===== config.mk =====
export PLATFORM = sky130hd
export DESIGN_NAME = mem_port_arbiter_flat
export DESIGN_NICKNAME = d
export VERILOG_FILES = /design/src/rtl/mem_port_arbiter_if.sv /design/src/rtl/mem_port_arbiter.sv /design/src/flat_wrapper.sv
export SDC_FILE = /design/constraint.sdc
export NUM_CORES = 1
export LEC_CHECK = 0
export ABC_CLOCK_PERIOD_IN_PS = 3300
export BUFFER_PORTS_ARGS = -buffer_cell sky130_fd_sc_hd__buf_2
export CAP_MARGIN = 20
export CORE_ASPECT_RATIO = 0.8
export CORE_UTILIZATION = 30
export CTS_BUF_LIST = sky130_fd_sc_hd__clkbuf_2 sky130_fd_sc_hd__clkbuf_4 sky130_fd_sc_hd__clkbuf_8
export DETAILED_ROUTE_END_ITERATION = 8
export GPL_ROUTABILITY_DRIVEN = 0
export PLACE_DENSITY = 0.7
export SETUP_SLACK_MARGIN = 0.3
export SLEW_MARGIN = 20
export SYNTH_ARGS = -nofsm -noshare
export SYNTH_HDL_FRONTEND = slang
export SYNTH_SLANG_ARGS = --single-unit

===== constraint.sdc =====
create_clock -name clk -period 3.3 [get_ports clk]
set_input_delay 0.33 -clock clk [delete_from_list [all_inputs] [get_ports clk]]
set_output_delay 0.33 -clock clk [all_outputs]
set_load 0.01 [all_outputs]

===== src/rtl/mem_port_arbiter_if.sv =====
// Memory-port bundle: request (addr/rmask/wmask/wdata) and response (rdata/resp).
// master drives the request side, slave drives rdata/resp.
interface mem_port_arbiter_if;
   logic [31:0] addr;
   logic [3:0]  rmask;
   logic [3:0]  wmask;
   logic [31:0] wdata;
   logic [31:0] rdata;
   logic        resp;

   modport master (
      output addr, rmask, wmask, wdata,
      input  rdata, resp
   );

   modport slave (
      input  addr, rmask, wmask, wdata,
      output rdata, resp
   );
endinterface


===== src/rtl/mem_port_arbiter.sv =====
// Shares one memory port between fetch (I) and load/store (D) requesters.
// Ports: clk, rst (async, active-high); fetch/lsu slave ports; mem master port;
// err = sticky timeout flag. Optional ARB_ROUND_ROBIN_EN: alternate on contention.
module mem_port_arbiter #(
   parameter int unsigned TIMEOUT_CYCLES = 1024
) (
   input  logic                clk,
   input  logic                rst,
   mem_port_arbiter_if.slave   fetch,
   mem_port_arbiter_if.slave   lsu,
   mem_port_arbiter_if.master  mem,
   output logic                err
);

   localparam int CW = (TIMEOUT_CYCLES > 0) ? $clog2(TIMEOUT_CYCLES + 1) : 1;
   localparam logic [CW-1:0] TMAX = CW'(TIMEOUT_CYCLES);

   typedef enum logic [1:0] {
      IDLE,
      BUSY_I,
      BUSY_D
   } state_t;

   state_t      state;
   logic [31:0] addr_q;
   logic [3:0]  rmask_q;
   logic [3:0]  wmask_q;
   logic [31:0] wdata_q;
   logic [CW-1:0] cnt;

   logic i_pend;
   logic d_pend;
   logic pick_d;

   assign i_pend = |fetch.rmask;
   assign d_pend = (|lsu.rmask) | (|lsu.wmask);

`ifdef ARB_ROUND_ROBIN_EN
   // last_d = 1 when the most recent grant went to D
   logic last_d;
   assign pick_d = d_pend & (~i_pend | ~last_d);
`else
   assign pick_d = d_pend;
`endif

   assign mem.addr  = addr_q;
   assign mem.rmask = rmask_q;
   assign mem.wmask = wmask_q;
   assign mem.wdata = wdata_q;

   assign fetch.rdata = mem.rdata;
   assign lsu.rdata   = mem.rdata;

   // Completion is routed combinationally to the current owner only
   assign fetch.resp = (state == BUSY_I) & mem.resp;
   assign lsu.resp   = (state == BUSY_D) & mem.resp;

   always_ff @(posedge clk or posedge rst) begin
      if (rst) begin
         state   <= IDLE;
         addr_q  <= '0;
         rmask_q <= '0;
         wmask_q <= '0;
         wdata_q <= '0;
         cnt     <= '0;
         err     <= 1'b0;
`ifdef ARB_ROUND_ROBIN_EN
         last_d  <= 1'b0;
`endif
      end else begin
         case (state)
            IDLE: begin
               if (pick_d) begin
                  state   <= BUSY_D;
                  addr_q  <= lsu.addr;
                  rmask_q <= lsu.rmask;
                  wmask_q <= lsu.wmask;
                  wdata_q <= lsu.wdata;
                  cnt     <= '0;
`ifdef ARB_ROUND_ROBIN_EN
                  last_d  <= 1'b1;
`endif
               end else if (i_pend) begin
                  state   <= BUSY_I;
                  addr_q  <= fetch.addr;
                  rmask_q <= fetch.rmask;
                  wmask_q <= '0;
                  wdata_q <= '0;
                  cnt     <= '0;
`ifdef ARB_ROUND_ROBIN_EN
                  last_d  <= 1'b0;
`endif
               end
            end
            BUSY_I, BUSY_D: begin
               if (mem.resp) begin
                  state   <= IDLE;
                  rmask_q <= '0;
                  wmask_q <= '0;
               end else if (TIMEOUT_CYCLES != 0) begin
                  // Saturating count; err flags but never aborts
                  if (cnt != TMAX) begin
                     cnt <= cnt + 1'b1;
                     if (cnt + 1'b1 == TMAX)
                        err <= 1'b1;
                  end
               end
            end
            default: begin
               state   <= IDLE;
               rmask_q <= '0;
               wmask_q <= '0;
            end
         endcase
      end
   end

endmodule


===== src/flat_wrapper.sv =====
// flat-port wrapper written by rule: the top's interface ports become plain ports
module mem_port_arbiter_flat 
#(
   parameter int unsigned TIMEOUT_CYCLES = 1024
)
  (clk, rst, err, fetch_addr, fetch_rmask, fetch_wmask, fetch_wdata, fetch_rdata, fetch_resp, lsu_addr, lsu_rmask, lsu_wmask, lsu_wdata, lsu_rdata, lsu_resp, mem_addr, mem_rmask, mem_wmask, mem_wdata, mem_rdata, mem_resp);
  mem_port_arbiter_if fetch_i ();
  mem_port_arbiter_if lsu_i ();
  mem_port_arbiter_if mem_i ();
  input  logic clk;
  input  logic rst;
  output logic err;
  input wire logic [$bits(fetch_i.addr)-1:0] fetch_addr;
  input wire logic [$bits(fetch_i.rmask)-1:0] fetch_rmask;
  input wire logic [$bits(fetch_i.wmask)-1:0] fetch_wmask;
  input wire logic [$bits(fetch_i.wdata)-1:0] fetch_wdata;
  output wire logic [$bits(fetch_i.rdata)-1:0] fetch_rdata;
  output wire logic [$bits(fetch_i.resp)-1:0] fetch_resp;
  input wire logic [$bits(lsu_i.addr)-1:0] lsu_addr;
  input wire logic [$bits(lsu_i.rmask)-1:0] lsu_rmask;
  input wire logic [$bits(lsu_i.wmask)-1:0] lsu_wmask;
  input wire logic [$bits(lsu_i.wdata)-1:0] lsu_wdata;
  output wire logic [$bits(lsu_i.rdata)-1:0] lsu_rdata;
  output wire logic [$bits(lsu_i.resp)-1:0] lsu_resp;
  output wire logic [$bits(mem_i.addr)-1:0] mem_addr;
  output wire logic [$bits(mem_i.rmask)-1:0] mem_rmask;
  output wire logic [$bits(mem_i.wmask)-1:0] mem_wmask;
  output wire logic [$bits(mem_i.wdata)-1:0] mem_wdata;
  input wire logic [$bits(mem_i.rdata)-1:0] mem_rdata;
  input wire logic [$bits(mem_i.resp)-1:0] mem_resp;
  assign fetch_i.addr = fetch_addr;
  assign fetch_i.rmask = fetch_rmask;
  assign fetch_i.wmask = fetch_wmask;
  assign fetch_i.wdata = fetch_wdata;
  assign fetch_rdata = fetch_i.rdata;
  assign fetch_resp = fetch_i.resp;
  assign lsu_i.addr = lsu_addr;
  assign lsu_i.rmask = lsu_rmask;
  assign lsu_i.wmask = lsu_wmask;
  assign lsu_i.wdata = lsu_wdata;
  assign lsu_rdata = lsu_i.rdata;
  assign lsu_resp = lsu_i.resp;
  assign mem_addr = mem_i.addr;
  assign mem_rmask = mem_i.rmask;
  assign mem_wmask = mem_i.wmask;
  assign mem_wdata = mem_i.wdata;
  assign mem_i.rdata = mem_rdata;
  assign mem_i.resp = mem_resp;
  mem_port_arbiter #(.TIMEOUT_CYCLES(TIMEOUT_CYCLES)) u_core (.clk(clk), .rst(rst), .fetch(fetch_i), .lsu(lsu_i), .mem(mem_i), .err(err));
endmodule

==> results of run 1 <==
-- where the power goes --
group | total (mW) | switching (mW) | internal, mW
registers | 1.77 | 0.245 | 1.53
logic | 2.13 | 1.22 | 0.910
clock network | 0.845 | 0.392 | 0.453
total | 4.75 | 1.86 | 2.89
-- synth_stat cells (2+ instances only) --
master / instances
a21oi_1: 6
a22o_1: 37
and2_1: 6
and2b_1: 2
and3_1: 2
buf_2: 3
buf_4: 68
buf_6: 3
buf_8: 3
clkbuf_1: 4
clkbuf_2: 2
dfrtp_1: 86
ha_1: 6
inv_1: 8
mux2i_1: 32
nand2_1: 46
nand3_1: 7
nand4_1: 3
nor2_1: 2
nor2b_1: 3
nor3_1: 2
nor3b_1: 2
nor4_1: 3
o21ai_0: 19
o21ai_1: 27
o31ai_1: 9
-- stage by stage --
| step | utilization | power [mW] | std cells | hold slack, ns | setup slack [ns] |
|---|---|---|---|---|---|
| 4_1_cts | 0.365 | 4.84 | 717 | 0.157 | 0.885 |
| 3_3_place_gp | 0.348 | 3.93 | 700 | 0.379 | 0.830 |
| 3_5_place_dp | 0.348 | 3.96 | 700 | 0.386 | 0.810 |
| 6_report | 0.365 | 4.75 | 717 | 0.180 | 0.931 |
| 5_1_grt | 0.365 | 5.16 | 717 | 0.145 | 0.751 |
| 2_1_floorplan | - | 3.29 | 409 | 0.463 | 0.748 |
-- critical path: stages (launching register included) --
cell and delay (ns):
dfrtp_1 0.38, inv_1 0.07, ha_1 0.51, nand2b_1 0.26
a31oi_2 0.39, nand2_1 0.27, or2_1 0.29, a21oi_1 0.14
-- area by class of cell --
class,count,area share
flip-flops and latches,86,0.412
multi-input cells,231,0.301
repair buffers,192,0.193
well taps,184,0.0441
clock buffers,10,0.0264
clock inverters,6,0.0175
inverters,8,0.00599
-- flip-flops by register name, summed over array words and instances, names as in the netlist --
| signal | flops |
|---|---|
| u_core.cnt | 11 |
| u_core.err | 1 |
| u_core.mem.addr | 32 |
| u_core.mem.rmask | 4 |
| u_core.mem.wdata | 32 |
| u_core.mem.wmask | 4 |
| u_core.state | 2 |
-- what timing repair did --
action | 4_1_cts | 5_1_grt
setup buffers | 0 | 0
endpoints found under the hold margin | 19 | 0
hold buffers | 1 | 0
-- layout by cell type (no fill, tap or decap), types with 2 or more instances in the layout --
cell type | Yosys | layout
nand4_1 | 3 | 3
buf_12 | 1 | 2
o31ai_1 | 9 | 9
dfrtp_1 | 86 | 86
a21oi_1 | 6 | 6
o21ai_1 | 27 | 27
a22o_1 | 37 | 37
bufinv_16 | 0 | 2
inv_1 | 8 | 7
buf_2 | 3 | 185
nand3_1 | 7 | 7
ha_1 | 6 | 6
and3_1 | 2 | 2
and2b_1 | 2 | 2
nor3_1 | 2 | 2
nand2_1 | 46 | 46
o21ai_0 | 19 | 19
nor2b_1 | 3 | 3
inv_6 | 0 | 2
nor4_1 | 3 | 3
clkinv_2 | 0 | 2
buf_4 | 68 | 4
nor3b_1 | 2 | 2
mux2i_1 | 32 | 32
and2_1 | 6 | 6
clkbuf_8 | 0 | 10
-- kinds of logic (layout without fill, tap and decap cells) --
family / count (synthesis) / in the layout / synth area share
adder cells (fa/ha/maj): 6 / 6 / 0.0171
flip-flops: 86 / 86 / 0.489
buffers and inverters: 92 / 216 / 0.154
multiplexers: 32 / 32 / 0.0728
XOR/XNOR: 2 / 2 / 0.00398
AND/OR/NAND/NOR: 85 / 85 / 0.0964
AO/OA/AOI/OAI: 106 / 106 / 0.167
-- routing by layer --
metal	GRT usage	part of all wire	vias up
li1	-	-	1614
met1	0.169	0.46	1482
met2	0.210	0.45	139
met3	0.0448	0.081	13
met4	0.0416	0.010	0
met5	0	0	-
-- worst max path at each step --
| stage | startpoint | endpoint | slack [ns] |
|---|---|---|---|
| 3_5_place_dp | lsu_wmask[1] | u_core.mem.wdata[2] | 0.81 |
| 3_3_place_gp | lsu_wmask[1] | u_core.mem.wdata[11] | 0.83 |
| 2_1_floorplan | rst | u_core.cnt[0] | 0.75 |
| 6_report | u_core.state[0] | u_core.cnt[9] | 0.93 |
| 4_1_cts | u_core.state[0] | u_core.cnt[9] | 0.89 |
| 5_1_grt | u_core.state[1] | u_core.cnt[9] | 0.75 |
==> flow_metrics.env, run 1 <==
export IMPL_fillers=1446
export IMPL_max_freq_mhz=422
export IMPL_nNetsFinal=713
export IMPL_clkTransAtPathRegs_ns=0.09
export IMPL_grt_max_degree=55
export IMPL_grt_pass1_wl_um=15000
export IMPL_skew_ns=0.0135
export IMPL_antenna_found_initial=0
export IMPL_cts_htree_levels=3
export IMPL_drive_gt1_frac=0.405
export IMPL_synth_seq_area_share=0.489
export IMPL_finalHoldViolCount=0
export IMPL_die_width_um=137
export IMPL_drt_initial_drc_count=131
export IMPL_synth_top_cell_area_share=0.489
export IMPL_root_buffer="clkbuf_8"
export IMPL_syn_inst=409
export IMPL_seqCellArea_um2=2150
export IMPL_avgSynthCellArea_um2=10.8
export IMPL_cts_sinks=86
export IMPL_cap_violations=0
export IMPL_vdd_ir_drop_max_v=0.000373
export IMPL_r2r_end="u_core.cnt[9]"
export IMPL_post_cts_resized=0
export IMPL_port_buffers=185
export IMPL_num_rows=39
export IMPL_grt_pass1_vias=2972
export IMPL_start_util=0.308
export IMPL_syn_to_final_growth_pct=18.6
export IMPL_cp_arrival_ns=2.66
export IMPL_status="finished, final reports clean"
export IMPL_cts_tree="yes"
export IMPL_r2r_start="u_core.state[0]"
export IMPL_diodes=0
export IMPL_path_max_fanout=12
export IMPL_worstSkewPairLatency_ns=0.36
export IMPL_hold_path_class="primary input to register"
export IMPL_timing_critical_path_from_type="register"
export IMPL_place_area_um2=4980
export IMPL_slew_limit_headroom=0.506
export IMPL_syn_area_um2=4400
export IMPL_cp_end_kind="register"
export IMPL_dominantRegCellSynth="dfrtp_1"
export IMPL_wl_per_cell_um=13.9
export IMPL_multi_input_area_um2=1570
export IMPL_worstHoldStart="lsu_wdata[9]"
export IMPL_vias=3248
export IMPL_ys_ff_latch=86
export IMPL_cts_buffers=9
export IMPL_r2r_slack_ns=0.93
export IMPL_die_h_um=110
export IMPL_grt_setup_unrepaired="no"
export IMPL_synth_enable_flop_cells=0
export IMPL_fin_crit_sh=0.718
export IMPL_io_pins=318
export IMPL_final_antenna_net_count=0
export IMPL_holdPathEnd="u_core.mem.wdata[9]"
export IMPL_synth_area_top_cells="dfrtp_1 (49%), buf_4 (12%), a22o_1 (7.4%)"
export IMPL_syn_num_nets=594
export IMPL_leakagePower_nw=2.54
export IMPL_yosys_cell_types_count=44
export IMPL_die_area_um2=15200
export IMPL_powerDensity_nw_per_um2=909
export IMPL_report_final_slew_viol_count=0
export IMPL_rr_worst_depth=7
export IMPL_setup_tns_ns=0
export IMPL_design_area_um2=5220
export IMPL_drt_total_wl_um=10000
export IMPL_via_per_inst=4.53
export IMPL_cp_required_ns=3.59
export IMPL_synth_top_area_cell="dfrtp_1"
export IMPL_drt_pass1_iter_count=4
export IMPL_coreArea_um2=14300
export IMPL_worstMarginPinSlew_ns=0.735
export IMPL_drc=0
export IMPL_grt_use_total=0.132
export IMPL_cts_buffer_depth=2
export IMPL_async_flop_share=1.00
export IMPL_period_minus_slack_ns=2.37
export IMPL_post_dp_hpwl_um=7410
export IMPL_grt_ovfl_total=0
export IMPL_setup_viol=0
export IMPL_hold_depth=2
export IMPL_ys_warn_count=0
export IMPL_criticalPathCategory="register to register"
Power figures use the tool's default switching activity.
==> inputs of run 2 (changes only) <==
--- a/config.mk
+++ b/config.mk
@@ -5,7 +5,7 @@
 export SDC_FILE = /design/constraint.sdc
 export NUM_CORES = 1
 export LEC_CHECK = 0
-export ABC_CLOCK_PERIOD_IN_PS = 3300
+export ABC_CLOCK_PERIOD_IN_PS = 2200
 export BUFFER_PORTS_ARGS = -buffer_cell sky130_fd_sc_hd__buf_2
 export CAP_MARGIN = 20
 export CORE_ASPECT_RATIO = 0.8
==> constraint.sdc (replaced) <==
create_clock -name clk -period 2.2 [get_ports clk]
set_input_delay 0.22 -clock clk [delete_from_list [all_inputs] [get_ports clk]]
set_output_delay 0.22 -clock clk [all_outputs]
set_load 0.01 [all_outputs]
==> run 2 against run 1 <==
Effect of this change:
- combinational power increased by 67%
- global-route usage up 0.35 points
- core utilization is 0.79 points higher
- sequential power is 51% higher
- cell area increased by 2.2%
- via count grew 1.3%
- routed wire length increased by 3.6%
- flip-flop and latch count stayed put
- fmax up 34%
- critical path type unchanged
- largest power group unchanged
==> flow_metrics.env, run 2 (same netlist as run 1, synthesis figures left out) <==
export IMPL_met3_usage=0.0466
export IMPL_grt_max_degree=87
export IMPL_grt_util_met1=0.172
export IMPL_seqCellArea_um2=2150
export IMPL_grt_use_met2=0.215
export IMPL_nNetsFinal=724
export IMPL_cts_sinks=86
export IMPL_diodes=0
export IMPL_multi_input_area_um2=1620
export IMPL_die_area_um2=15200
export IMPL_setup_tns_ns=0
export IMPL_layout_commonest_cell="buf_2"
export IMPL_hold_path_class="primary input to register"
export IMPL_wl_per_cell_um=14.2
export IMPL_num_rows=39
export IMPL_grt_pass1_vias=3060
export IMPL_slowest_delay_ns=0.45
export IMPL_powerDensity_nw_per_um2=1360
export IMPL_slew_limit_headroom=0.613
export IMPL_drt_total_wl_um=10400
export IMPL_cts_tree="yes"
export IMPL_drt_pass1_iter_count=4
export IMPL_cts_buffers=9
export IMPL_grt_ovfl_total=0
export IMPL_period_minus_slack_ns=1.77
export IMPL_grt_setup_unrepaired="no"
export IMPL_die_h_um=110
export IMPL_clkTransAtPathRegs_ns=0.09
export IMPL_timing_critical_path_from_type="register"
export IMPL_syn_to_final_growth_pct=21.2
export IMPL_drc=0
export IMPL_path_buf_inv=0
export IMPL_finalHoldViolCount=0
export IMPL_cts_buffer_depth=2
export IMPL_max_freq_mhz=564
export IMPL_crit_chain="ha_2 -> and3_2 -> nand4_1 -> a2bb2oi_1 -> o21ai_0 -> a41o_1"
export IMPL_cp_required_ns=2.46
export IMPL_io_pins=318
export IMPL_drt_initial_drc_count=114
export IMPL_worstMarginPinSlew_ns=0.576
export IMPL_fin_crit_sh=0.805
export IMPL_report_final_slew_viol_count=0
export IMPL_cap_violations=0
export IMPL_fillers=1422
export IMPL_vias=3291
export IMPL_path_max_fanout=7
export IMPL_criticalPathCategory="register to register"
export IMPL_root_buffer="clkbuf_8"
export IMPL_coreArea_um2=14300
export IMPL_slowest_stage="dfrtp_2"
export IMPL_port_buffers=185
export IMPL_cts_htree_levels=3
export IMPL_power_mw=7.26
export IMPL_drive_gt1_frac=0.430
export IMPL_grt_use_total=0.136
export IMPL_grt_busiest_layer="met2"
export IMPL_via_per_inst=4.52
export IMPL_cp_arrival_ns=2.03
export IMPL_leakagePower_nw=2.58
export IMPL_final_antenna_net_count=0
export IMPL_start_util=0.308
export IMPL_final_cell_mix="buf_2 (185), dfrtp_1 (84), nand2_1 (44), a22o_1 (37), mux2i_1 (32)"
export IMPL_timing_final_ws_setup_ns=0.428
export IMPL_die_width_um=137
export IMPL_post_dp_hpwl_um=7370
export IMPL_vdd_ir_drop_max_v=0.000532
export IMPL_worstSkewPairLatency_ns=0.37
export IMPL_setup_viol=0
export IMPL_antenna_found_initial=0
export IMPL_status="finished, final reports clean"
export IMPL_skew_ns=0.00712
export IMPL_cp_end_kind="register"
export IMPL_critical_path_top_delay_family="compound AO/OA/AOI/OAI gates"
export IMPL_place_ws_ns=0.187
export IMPL_grt_pass1_wl_um=15500
[run 2: cell count changes in the layout (fill, tap and decap cells not counted), sizes merged]
cell,before,now
a21o,1,2
buf,191,201
bufinv,2,0
clkbuf,10,9
clkinvlp,0,2
inv,9,10
[run 2: worst register-to-register path, delay by kind of cell (launching register included)]
family          cells  cell delay, ns
fa+ha+maj           1            0.23
simple gates        2            0.41
compound gates      3            0.58
flops               1            0.45
[run 2: area by class of cell]
| type | count | area share |
|---|---|---|
| flip-flops and latches | 86 | 0.404 |
| multi-input cells | 232 | 0.303 |
| repair buffers | 202 | 0.210 |
| well taps | 184 | 0.0432 |
| clock buffers | 9 | 0.0232 |
| clock inverters | 7 | 0.0106 |
| inverters | 8 | 0.00633 |
[run 2: final timing paths]
check	startpoint	to	slack, ns	depth (start not counted)
min in group asynchronous	rst	u_core.mem.addr[7]	0.54	4
worst min register to register	u_core.mem.rmask[0]	u_core.mem.rmask[0]	0.47	2
max in group asynchronous	rst	u_core.cnt[1]	1.28	4
worst max-delay path	u_core.cnt[0]	u_core.err	0.43	6
worst min-delay path	lsu_wdata[30]	u_core.mem.wdata[30]	0.06	2
worst max register to register	u_core.cnt[0]	u_core.err	0.43	6
[run 2: repair_timing]
item / in CTS / in global routing
cloned: 0 / 1
hold endpoints to repair: 86 / 0
endpoints found under the setup margin: 11 / 38
setup buffers: 1 / 2
hold buffers: 1 / 0
resized for setup: 2 / 8
pin swaps: 1 / 1
[run 2: per-stage QoR]
stage	instance area [um2]	hold WS, ns	cells	util
2_1_floorplan	4410	0.353	409	-
3_3_place_gp	5060	0.390	707	0.354
3_5_place_dp	5060	0.397	707	0.354
4_1_cts	5290	0.0202	725	0.370
5_1_grt	5330	0.0308	728	0.373
6_report	5330	0.0588	728	0.373
[run 2: report_power, final]
part | internal, mW | switching [mW]
Clock | 0.424 | 0.614
Combinational | 1.62 | 1.94
Sequential | 2.29 | 0.374
[run 2: metal layers]
| layer | wire, um | part of all wire | vias up |
|---|---|---|---|
| li1 | - | - | 1637 |
| met1 | 4610 | 0.45 | 1484 |
| met2 | 4660 | 0.45 | 146 |
| met3 | 908 | 0.088 | 24 |
| met4 | 174 | 0.017 | 0 |
| met5 | 0 | 0 | - |
